===== src/rtl/flag_vend_ctrl_pkg.sv =====
// Shared types and constants for the flag vending controller.
// Imported by the tick synchronizer and the top-level controller.
package flag_vend_ctrl_pkg;

  typedef enum logic [1:0] {
    ST_IDLE     = 2'd0,
    ST_COUNT    = 2'd1,
    ST_DISPENSE = 2'd2,
    ST_COOLDOWN = 2'd3
  } state_e;

  localparam int STATE_W      = 2;
  // sync1, sync2, history
  localparam int SYNC_STAGES  = 3;
  // Ticks are masked until the synchronizer has refilled after reset.
  localparam int PRIME_CYCLES = 3;

endpackage


===== src/rtl/flag_vend_ctrl_tick.sv =====
// Brings the slow 1 Hz square wave into the clk domain.
// Emits one registered pulse per rising edge, masked for a few cycles after reset.
module sec_tick_sync
  import flag_vend_ctrl_pkg::*;
(
  input  logic clk,
  input  logic rst_n,
  input  logic clk_1hz,
  output logic sec_tick
);

  // [0]=sync1, [1]=sync2, [2]=previous sync2 for edge detect
  logic [SYNC_STAGES-1:0]  sync_pipe;
  logic [PRIME_CYCLES-1:0] prime_pipe;
  logic                    primed;

  assign primed = prime_pipe[PRIME_CYCLES-1];

  always_ff @(posedge clk) begin
    if (!rst_n) begin
      sync_pipe  <= '0;
      prime_pipe <= '0;
      sec_tick   <= 1'b0;
    end else begin
      sync_pipe  <= {sync_pipe[SYNC_STAGES-2:0], clk_1hz};
      prime_pipe <= {prime_pipe[PRIME_CYCLES-2:0], 1'b1};
      sec_tick   <= sync_pipe[1] & ~sync_pipe[2] & primed;
    end
  end

endmodule


===== src/rtl/flag_vend_ctrl.sv =====
// Flag vending controller: credit counter, vend FSM and seconds countdown,
// all timed from the synchronized 1 Hz tick. Every output is a flop.
module flag_vend_ctrl
  import flag_vend_ctrl_pkg::*;
#(
  parameter int PRICE         = 3,
  parameter int CREDIT_W      = 4,
  parameter int COUNT_SECS    = 5,
  parameter int COOLDOWN_SECS = 2,
  parameter int SEC_W         = 4
) (
  input  logic                clk,
  input  logic                rst_n,
  input  logic                clk_1hz,
  input  logic                coin,
  input  logic                vend_req,
  output logic [CREDIT_W-1:0] credit,
  output logic                busy,
  output logic [SEC_W-1:0]    secs_left,
  output logic                flag_valid,
  output logic                sec_tick
);

  localparam logic [CREDIT_W-1:0] PRICE_C    = CREDIT_W'(PRICE);
  localparam logic [CREDIT_W-1:0] CREDIT_MAX = {CREDIT_W{1'b1}};
  localparam logic [SEC_W-1:0]    COUNT_C    = SEC_W'(COUNT_SECS);
  localparam logic [SEC_W-1:0]    COOL_C     = SEC_W'(COOLDOWN_SECS);
  localparam logic [SEC_W-1:0]    ONE_S      = SEC_W'(1);

  state_e              state, state_nxt;
  logic [CREDIT_W-1:0] credit_nxt;
  logic [SEC_W-1:0]    secs_nxt;
  logic                vend_ok;

  sec_tick_sync u_tick (
    .clk      (clk),
    .rst_n    (rst_n),
    .clk_1hz  (clk_1hz),
    .sec_tick (sec_tick)
  );

  always_ff @(posedge clk) begin
    if (!rst_n) begin
      state      <= ST_IDLE;
      credit     <= '0;
      secs_left  <= '0;
      busy       <= 1'b0;
      flag_valid <= 1'b0;
    end else begin
      state      <= state_nxt;
      credit     <= credit_nxt;
      secs_left  <= secs_nxt;
      busy       <= (state_nxt != ST_IDLE);
      flag_valid <= (state_nxt == ST_DISPENSE);
    end
  end

  always_comb begin
    state_nxt  = state;
    secs_nxt   = secs_left;
    credit_nxt = credit;
    // Eligibility looks at credit before any same-cycle coin lands.
    vend_ok    = (state == ST_IDLE) && vend_req && (credit >= PRICE_C);

    if (vend_ok)
      credit_nxt = credit - PRICE_C + CREDIT_W'(coin);
    else if (coin && (credit != CREDIT_MAX))
      credit_nxt = credit + CREDIT_W'(1);

    case (state)
      ST_IDLE: begin
        if (vend_ok) begin
          state_nxt = ST_COUNT;
          secs_nxt  = COUNT_C;
        end
      end
      ST_COUNT: begin
        if (sec_tick) begin
          if (secs_left == ONE_S) begin
            state_nxt = ST_DISPENSE;
            secs_nxt  = '0;
          end else if (secs_left != '0) begin
            secs_nxt  = secs_left - ONE_S;
          end
        end
      end
      ST_DISPENSE: begin
        state_nxt = ST_COOLDOWN;
        secs_nxt  = COOL_C;
      end
      ST_COOLDOWN: begin
        if (sec_tick) begin
          if (secs_left == ONE_S) begin
            state_nxt = ST_IDLE;
            secs_nxt  = '0;
          end else if (secs_left != '0) begin
            secs_nxt  = secs_left - ONE_S;
          end
        end
      end
      default: begin
        state_nxt = ST_IDLE;
        secs_nxt  = '0;
      end
    endcase
  end

endmodule


===== config.mk =====
export PLATFORM = sky130hd
export DESIGN_NAME = flag_vend_ctrl
export DESIGN_NICKNAME = d
export VERILOG_FILES = /design/src/rtl/flag_vend_ctrl_pkg.sv /design/src/rtl/flag_vend_ctrl_tick.sv /design/src/rtl/flag_vend_ctrl.sv
export SDC_FILE = /design/constraint.sdc
export NUM_CORES = 1
export LEC_CHECK = 0
export CORE_ASPECT_RATIO = 0.9
export CORE_MARGIN = 5
export CORE_UTILIZATION = 54
export DETAILED_ROUTE_END_ITERATION = 16
export GPL_ROUTABILITY_DRIVEN = 0
export PLACE_DENSITY = 0.82
export SLEW_MARGIN = 25
export SYNTH_ARGS = -nofsm -noshare
export SYNTH_HDL_FRONTEND = slang
export SYNTH_SLANG_ARGS = --single-unit

===== constraint.sdc =====
create_clock -name clk -period 5 [get_ports clk]
set_input_delay 1 -clock clk [delete_from_list [all_inputs] [get_ports clk]]
set_output_delay 1 -clock clk [all_outputs]
set_load 0.05 [all_outputs]

* Word level (Yosys, flattened, before mapping) *
Cells that the tools add are included.

storage, ports and cells
  register bits after elaboration = 19
  input bits = 5

cells by class
  $add $sub $neg = 4
  order comparisons = 1
  eq/ne operators = 9
  multiplexer cells = 14
  bitwise logic cells = 3
  reductions and logical operators = 9

operators with widths
  cell                                                                                 number
  4-bit two-way mux                                                                    6
  4-bit one-hot mux with 3 select lines                                                1
  2-bit two-way mux                                                                    5
  2-bit one-hot mux with 4 select lines                                                1
  2-bit equality test, second input constant                                           3
  4-bit by 1-bit adder with 4-bit output                                               1
  4-bit by 1-bit adder with 4-bit output, second input constant                        1
  4-bit by 1-bit equality test with 1-bit output, second input constant                1
  4-bit by 2-bit greater-or-equal comparator with 1-bit output, second input constant  1
  4-bit != test, second input constant                                                 1
  2-bit nonzero test                                                                   2
  4-bit nonzero test                                                                   1
  4-bit by 1-bit subtractor with 4-bit output, second input constant                   1
  4-bit by 2-bit subtractor with 4-bit output, second input constant                   1
  1-bit logical AND                                                                    3
  3-bit by 1-bit != test with 1-bit output, second input constant                      1
  3-bit AND reduction                                                                  1
  1-bit AND                                                                            2
  2-bit by 1-bit equality test with 1-bit output, second input constant                1
  2-bit logical NOT                                                                    1
  2-bit by 1-bit != test with 1-bit output, second input constant                      1
  2-bit != test, second input constant                                                 1
  2-bit OR reduction                                                                   1
  1-bit two-way mux                                                                    1
  1-bit inverter                                                                       1

* Logic depth before layout (Yosys ltp) *
Gate-level depths: netlist of run 1.

  word-level depth = 6
  depth in mapped cells = 7

* By module *
Synthesis of run 1 repeated with hierarchy kept, for this count alone.

unflattened totals
  cell total of the unflattened synthesis = 91
  area total of the unflattened synthesis = 893.4 µm²

modules (own cells, without submodules)
  module          instances  cells an instance  area an instance (µm²)  sequential area each (µm²)
  flag_vend_ctrl  1          78                 705.7                   240.2
  sec_tick_sync   1          13                 187.7                   140.1

* Least setup slack after synthesis of run 1 *
No wires, ideal clock.

  kind = input -> register
  start point = input port vend_req
  end point = register credit[2]
  setup time = 0.112 ns
  arrival = 1.891 ns
  data required time = 4.888 ns
  slack = 2.997 ns
  cell stages on the path = 4
  buffers on the path = 0
  cells stage by stage = or3b_4 nor2_1 a311oi_1 a2111oi_1

on the way
  longest elaborated chain between the ends = 3
  elaborated cells between the ends (all ways) = 4

RTL lines
  element                                                         line                  RTL
  start, declared                                                 flag_vend_ctrl.sv:16  input logic vend_req,
  1-bit logical AND (*) (2 in a row)                              flag_vend_ctrl.sv:63  vend_ok = (state == ST_IDLE) && vend_req && (credit >= PRICE_C);
  4-bit two-way mux / 2-bit nonzero test (equally long branches)  n/a
  end signal, assigned                                            flag_vend_ctrl.sv:51  credit <= credit_nxt;
  end, declared                                                   flag_vend_ctrl.sv:17  output logic [CREDIT_W-1:0] credit,

Every way passes the cells marked *; elsewhere a longest branch is shown, timed or not.
A chain may end at the register's enable or synchronous reset.

* Worst setup path after layout of run 1 *
  start point = register credit[2]
  end point = output port credit[2]

No word-level cell between the ends.

==> results.md, run 1 <==
- Kind of cell adding the most delay to the critical path: buffers and inverters
- Launch instance of the worst min-delay path: u_tick.prime_pipe[0]$_DFF_P_
- Avg Inst Size Synth: 9.21 sq um
- Final std cell area, no fill: 0.00109 sq mm
- Startpoint Class: register
- Hold Crit Depth: 1
- Worst hold path class: reg2reg
- CTS sink cnt: 19
- Multi-input gate area: 464 sq um
- Reg2reg start: credit[1]$_SDFFE_PN0P_
- Net total in the final layout: 125
- Asr flop ratio synth: 0%
- Vias in the first global route: 707
- Arrival time at the worst endpoint: 1660 ps
- Combinational share of power: 32.8%
- Clock latency at the later pin of the worst-skew pair: 290 ps
- Unrepaired setup endpoints after global routing: false
- Setup fix buffers added after clock tree synthesis: 0
- Max-cap violations: 0
- Largest fanout on the critical path: 9
- Final period util: 53.2%
- Lkg Pwr: 0.464 nW
- Worst Setup Path Type: reg2out
- Maximum vdd ir drop: between 0.2 and 0.3 mV
- Largest incremental delay on the critical path: 860 ps
- Cts bufs inserted: 3
- Fraction of power consumed by the clock network: 19.7%
- Boundary Pins: 16
- Per-cell routed wire length: 12.2 microns
- Pin count of the biggest net entering global routing: 18
- Transition time at the pin with the least slew margin: 498 ps
- Number of nets in the synthesized netlist: 107
- Internal power contribution: between 0.2 and 0.25 mW
- Unique masters post-synth: 34
- Core area: 0.00163 sq mm
- Endpoints failing setup: 0
- Flip-flop cell with the highest count after synthesis: sky130_fd_sc_hd__dfxtp_1
- Global-route wire length before repair: approximately 2900 microns
- Initial standard-cell utilization of the core: 54.8%
- Total negative slack: 0 ps
- Post-synth EDFFs: 0
- Number of hold-slack violations in the final timing report: 0
- Area of the die: approximately 0.0026 sq mm
- Synth area leader: sky130_fd_sc_hd__dfxtp_1
- Number of buffers on the longest clock path: 2
- Area share of the leading cell type in the synthesized netlist: 42.6%
- Die span in x: about 53 microns
- Remaining max-slew budget at the tightest pin: 66.7%
- Number of gates given a new drive strength after cts: 0
- Cell with the most instances after synthesis: sky130_fd_sc_hd__dfxtp_1
- Cells along the critical path: clkdlybuf4s50_1
- Fraction of final layout cells with drive strength greater than 1: 5.26%
- Psw: 0.140 mW
- Number of antenna violations at the first check in global routing: 0
- Fmax: 376 MHz
- Crit path required time: ~4000 ps
- Synthesis Warnings: 0
- Post-DP HPWL: 1260 microns
- Input/output buffers: 15
- Final ANT Viol Nets: 0
- Worst Setup Slack, final: 2340 ps
- Detail-routed via count per cell: 5.47
- Worst setup path startpoint: credit[2]$_SDFFE_PN0P_
- Fraction of the yosys area taken by sequential cells: 42.6%
- Slowest cell on crit path: sky130_fd_sc_hd__clkdlybuf4s50_1
- Register bit total from synthesis: 19
- Worst r2r path cells: 5
- Count of pins over their slew limit: 0
- CP Buf/Inv Count: 1
- Fill cell total of the finished layout: 150
- Post-CTS clock slew at the launch and capture registers of the worst setup and hold paths: around 110 ps
- DRC viols: 0
- Reg power frac: 47.5%
- Sw Ratio: 36.3%
- Setup clock skew after layout: 7.46 ps
- Initial detailed-routing violation count: 7
- Clock tree from TritonCTS: yes
- Biggest area contributors in the synthesized netlist: sky130_fd_sc_hd__dfxtp_1 (43%), sky130_fd_sc_hd__ha_1 (7.0%), sky130_fd_sc_hd__inv_1 (3.8%)
- Top cells by count, synth: sky130_fd_sc_hd__dfxtp_1 (19), sky130_fd_sc_hd__inv_1 (9), sky130_fd_sc_hd__o21ai_0 (6)
- Area growth syn-to-layout: 21.6%
- Status: completed
- Global routing usage summed across all routing layers: 14.6%
- Cell Rows: 14
- Clock Tree Root: sky130_fd_sc_hd__clkbuf_4
- Drt first pass iters: 4
- Die span in y: 48.6 microns
- Total via count after detailed routing: between 700 and 800
- Number of antenna repair diodes: 0
- Synthesized netlist cell count: 97
- Post-synthesis cell area: around 890 sq um
- Sum of overflow across all layers after global routing: 0
- Min Tclk post-route: around 2700 ps
- Count of hold-fix buffers inserted at cts: 0
- Power per Cell Area: 355 mW/mm^2
- Total number of cells along the worst setup path: 1
- Sort of element at the end of the critical path: output pin
- Placed instance area: 0.00106 sq mm
- Register Area: 380 sq um
- H-tree level count: 1
- Drt total wl: between 1500 and 2000 microns
- Setup slack at placement: approximately 2400 ps
path summary, 6_finish.rpt:
| path | end | slack [ps] |
|---|---|---|
| hold reg to reg | u_tick.prime_pipe[1]$_SDFF_PN0_ | 440 |
| setup reg to reg | secs_left[2]$_SDFFE_PN0P_ | 3160 |
| setup / recovery | credit[2] | 2340 |
| hold / removal | u_tick.prime_pipe[1]$_SDFF_PN0_ | 440 |
per-layer routing:
metal  track usage (%)  routed length (microns)
met5                 0                        0
met4              5.11                        0
met3              3.68                       80
met2              25.0                      838
met1              17.1                      763
layout make-up:
type	count	area share [%]
Clock inverter	1	0.461
Multi-Input combinational cell	67	42.7
Clock buffer	3	2.07
Sequential cell	19	35.0
Inverter	9	3.11
Tap cell	24	2.76
Timing Repair Buffer	15	13.8
power by group through the flow:
stage	logic (mW)	registers, mW	clock network [mW]
after floorplan	0.0581	0.217	0
after global placement	0.122	0.186	0
after detailed placement	0.127	0.186	0
after CTS	0.128	0.183	0.0785
after global routing	0.138	0.187	0.0879
final	0.127	0.183	0.0758
stage by stage:
stage	total power [mW]	utilization [%]	cells	hold WS, ps
after global placement	0.308	65.0	134	414
final	0.385	66.7	138	442
after detailed placement	0.313	65.0	134	418
after global routing	0.413	66.7	138	469
after CTS	0.389	66.7	138	446
after floorplan	0.275	-	97	412
layout by cell type (no fill, tap or decap), types with 2 or more instances in the layout:
cell	synthesis	layout
sky130_fd_sc_hd__mux2i_1	3	3
sky130_fd_sc_hd__a211o_1	2	2
sky130_fd_sc_hd__dfxtp_1	19	19
sky130_fd_sc_hd__clkbuf_4	0	3
sky130_fd_sc_hd__and3b_1	2	2
sky130_fd_sc_hd__a21oi_1	5	5
sky130_fd_sc_hd__nand2_1	5	5
sky130_fd_sc_hd__o21ai_0	6	6
sky130_fd_sc_hd__nor2_1	4	4
sky130_fd_sc_hd__clkdlybuf4s50_1	0	15
sky130_fd_sc_hd__ha_1	5	5
sky130_fd_sc_hd__inv_1	9	9
sky130_fd_sc_hd__o211ai_1	2	2
sky130_fd_sc_hd__nor3_1	3	3
sky130_fd_sc_hd__nand2b_1	5	5
sky130_fd_sc_hd__nand4_1	3	3
sky130_fd_sc_hd__and2_1	5	5
sequential cells by signal, indices dropped and copies added, names as in the netlist:
register	flops
flag_valid	1
secs_left	4
u_tick.sec_tick	1
credit	4
u_tick.prime_pipe	3
state	2
u_tick.sync_pipe	3
busy	1
cells by family after synthesis:
logic type	count (synthesis)	synth area share, %
adders and majority gates	5	7.00
and+or+nand+nor	33	21.3
buffers and inverters	11	5.46
DFF	19	42.6
muxes	3	3.36
xor gates and xnor gates	2	1.96
AOI/OAI and AO/OA	24	18.3
No activity file was read; power rests on OpenSTA's default activity.
==> inputs of run 2 (changes only) <==
--- a/config.mk
+++ b/config.mk
@@ -7,10 +7,10 @@
 export LEC_CHECK = 0
 export CORE_ASPECT_RATIO = 0.9
 export CORE_MARGIN = 5
-export CORE_UTILIZATION = 54
+export CORE_UTILIZATION = 45
 export DETAILED_ROUTE_END_ITERATION = 16
 export GPL_ROUTABILITY_DRIVEN = 0
-export PLACE_DENSITY = 0.82
+export PLACE_DENSITY = 0.73
 export SLEW_MARGIN = 25
 export SYNTH_ARGS = -nofsm -noshare
 export SYNTH_HDL_FRONTEND = slang
==> constraint.sdc (replaced) <==
create_clock -name clk -period 2.4 [get_ports clk]
set_input_delay 0.48 -clock clk [delete_from_list [all_inputs] [get_ports clk]]
set_output_delay 0.48 -clock clk [all_outputs]
set_load 0.05 [all_outputs]
==> run 2 against run 1 <==
Against the previous run:
- non-clock buffer count up 1
- combinational power up 110%
- via count down 1.6%
- worst setup slack worse by 2100 ps
- total power up 110%
- hold slack better by 1.4 ps
- sequential share of layout area down 0.28 points
- global-route usage down 2.1 points
- critical path depth unchanged
- highest routed layer is now met4
==> results.md, run 2 (synthesized netlist as in run 1, its figures left out) <==
- Status: completed (unchanged)
- Clock latency at the later pin of the worst-skew pair: 300 ps (was 290 ps)
- Internal power contribution: 0.512 mW (was 0.245 mW)
- Sort of element at the end of the critical path: output pin (unchanged)
- Sw Ratio: 36.3% (about the same)
- Final period util: 88.9%
- CTS sink cnt: 19 (unchanged)
- Input/output buffers: 15 (unchanged)
- Psw: 0.292 mW (was 0.140 mW)
- Reg power frac: 47.4% (was 47.5%)
- Largest fanout on the critical path: 9 (unchanged)
- Cell Rows: 15 (was 14)
- Core area: 0.00190 sq mm (was 0.00163 sq mm)
- Max-cap violations: 0 (unchanged)
- Pin count of the biggest net entering global routing: 12 (was 18)
- Post-DP HPWL: 1260 microns (about the same)
- Initial standard-cell utilization of the core: 47.1% (was 54.8%)
- Min Tclk post-route: 2130 ps
- Fraction of power consumed by the clock network: 19.9% (was 19.7%)
- FF-to-FF setup slack: 570 ps (was 3160 ps)
- Global routing usage summed across all routing layers: 12.4% (was 14.6%)
- H-tree level count: 1 (unchanged)
- Worst Setup Slack, final: 267 ps (was 2340 ps)
- Reg-to-reg endpoint: secs_left[2]$_SDFFE_PN0P_ (unchanged)
- Worst Setup Path Type: reg2out (unchanged)
- Setup slack at placement: 321 ps (was 2420 ps)
- Transition time at the pin with the least slew margin: 501 ps (was 498 ps)
- Combinational share of power: 32.7% (was 32.8%)
- Area of the die: 0.00298 sq mm (was 0.00257 sq mm)
- Count of pins over their slew limit: 0 (unchanged)
- Die span in x: 57.0 microns (was 52.9 microns)
- Drt first pass iters: 4 (unchanged)
- Fmax: approximately 470 MHz
- Hold Crit Depth: 1 (unchanged)
- Clock Tree Root: sky130_fd_sc_hd__clkbuf_4 (unchanged)
- Power per Cell Area: 735 mW/mm^2 (was 355 mW/mm^2)
- Count of hold-fix buffers inserted at cts: 0 (unchanged)
- Number of antenna violations at the first check in global routing: 0 (unchanged)
- Maximum vdd ir drop: 0.391 mV (was 0.254 mV)
- Per-cell routed wire length: 12.2 microns (about the same)
- Vias in the first global route: 671 (was 707)
- Worst r2r path cells: 5 (unchanged)
- Crit path required time: 1920 ps (was 4000 ps)
- Largest incremental delay on the critical path: 860 ps (about the same)
- Die span in y: 52.3 microns (was 48.6 microns)
- Reg2reg start: credit[1]$_SDFFE_PN0P_ (unchanged)
- Commonest cells after routing, fill and taps aside: sky130_fd_sc_hd__dfxtp_1 (19), sky130_fd_sc_hd__clkdlybuf4s50_1 (15), sky130_fd_sc_hd__inv_1 (9) (unchanged)
- Drt total wl: 1710 microns (was 1680 microns)
- Cells along the critical path: clkdlybuf4s50_1 (unchanged)
- Launch instance of the worst min-delay path: u_tick.sync_pipe[0]$_SDFF_PN0_ (was u_tick.prime_pipe[0]$_DFF_P_)
- Setup fix buffers added after clock tree synthesis: 0 (unchanged)
- Worst min-delay path endpoint: u_tick.sync_pipe[1]$_SDFF_PN0_ (was u_tick.prime_pipe[1]$_SDFF_PN0_)
- Number of buffers on the longest clock path: 2 (unchanged)
- Initial detailed-routing violation count: 8 (was 7)
- Total negative slack: 0 ps (unchanged)
- Arrival time at the worst endpoint: 1650 ps (was 1660 ps)
- Clock tree from TritonCTS: yes (unchanged)
- DRC viols: 0 (unchanged)
- Area growth syn-to-layout: 22.5% (was 21.6%)
- Kind of cell adding the most delay to the critical path: buffers and inverters (unchanged)
- Total via count after detailed routing: 743 (was 755)
- Net total in the final layout: 126 (was 125)
- Worst hold path class: reg2reg (unchanged)
- Number of hold-slack violations in the final timing report: 0 (unchanged)
- Number of antenna repair diodes: 0 (unchanged)
- Endpoints failing setup: 0 (unchanged)
- Largest registers: credit (4), secs_left (4) (unchanged)
- Sum of overflow across all layers after global routing: 0 (unchanged)
- Slowest cell on crit path: sky130_fd_sc_hd__clkdlybuf4s50_1 (unchanged)
- Detail-routed via count per cell: 5.31 (was 5.47)
- Global-route wire length before repair: 2840 microns (was 2860 microns)
- Final ANT Viol Nets: 0 (unchanged)
- Commonest non-fill, non-tap cell in the layout: sky130_fd_sc_hd__dfxtp_1 (unchanged)
- Remaining max-slew budget at the tightest pin: 66.5% (was 66.7%)
- Cts bufs inserted: 3 (unchanged)
- Startpoint Class: register (unchanged)
- Unrepaired setup endpoints after global routing: false (unchanged)
- Boundary Pins: 16 (unchanged)
- Post-Route Hold Slack: 443 ps (was 442 ps)
- CP Buf/Inv Count: 1 (unchanged)
- Number of gates given a new drive strength after cts: 0 (unchanged)
- Post-CTS clock slew at the launch and capture registers of the worst setup and hold paths: 110 ps (about the same)
- Lkg Pwr: 0.469 nW (was 0.464 nW)
- Fraction of final layout cells with drive strength greater than 1: 6.09% (was 5.26%)
- Setup clock skew after layout: 3.96 ps (was 7.46 ps)
run 2: final cells by class:
type                       instances  area, sq um
clock inverter                     1         5.00
multi-input combinational         67          464
timing repair buffer              16          158
clock buffer                       3         22.5
inverter                           9         33.8
fill                             170          801
tap                               25         31.3
sequential                        19          380
run 2: power groups by stage:
stage	Sequential, mW	Clock [mW]	Combinational [mW]
detailed placement	0.388	0	0.264
CTS	0.380	0.170	0.265
floorplan	0.452	0	0.121
global placement	0.387	0	0.258
finish	0.381	0.160	0.263
global route	0.386	0.185	0.285
run 2: how the worst max path moves through the flow:
stage	from	to	slack [ps]	depth (start not counted)
6_report	credit[2]$_SDFFE_PN0P_	credit[2]	270	1
5_1_grt	credit[2]$_SDFFE_PN0P_	credit[2]	200	1
4_1_cts	credit[2]$_SDFFE_PN0P_	credit[2]	260	1
3_5_place_dp	coin	credit[2]$_SDFFE_PN0P_	320	8
3_3_place_gp	coin	credit[2]$_SDFFE_PN0P_	370	8
2_1_floorplan	secs_left[1]$_SDFFE_PN0P_	secs_left[1]$_SDFFE_PN0P_	460	6
run 2: metrics by stage:
step | area [sq um] | utilization [%] | total power [mW] | std cells
after floorplan | 893 | - | 0.573 | 97
after detailed placement | 1070 | 56.3 | 0.651 | 136
after global placement | 1070 | 56.3 | 0.644 | 136
final | 1090 | 57.8 | 0.804 | 140
after global routing | 1090 | 57.8 | 0.856 | 140
after CTS | 1090 | 57.8 | 0.815 | 140
run 2: metal layers:
layer / part of all wire (%) / up-vias / track usage [%]
met2: 45 / 23 / 21.3
met1: 47 / 335 / 14.1
met5: 0 / - / 0
met3: 6.1 / 4 / 3.20
li1: - / 381 / -
met4: 2.0 / 0 / 6.95
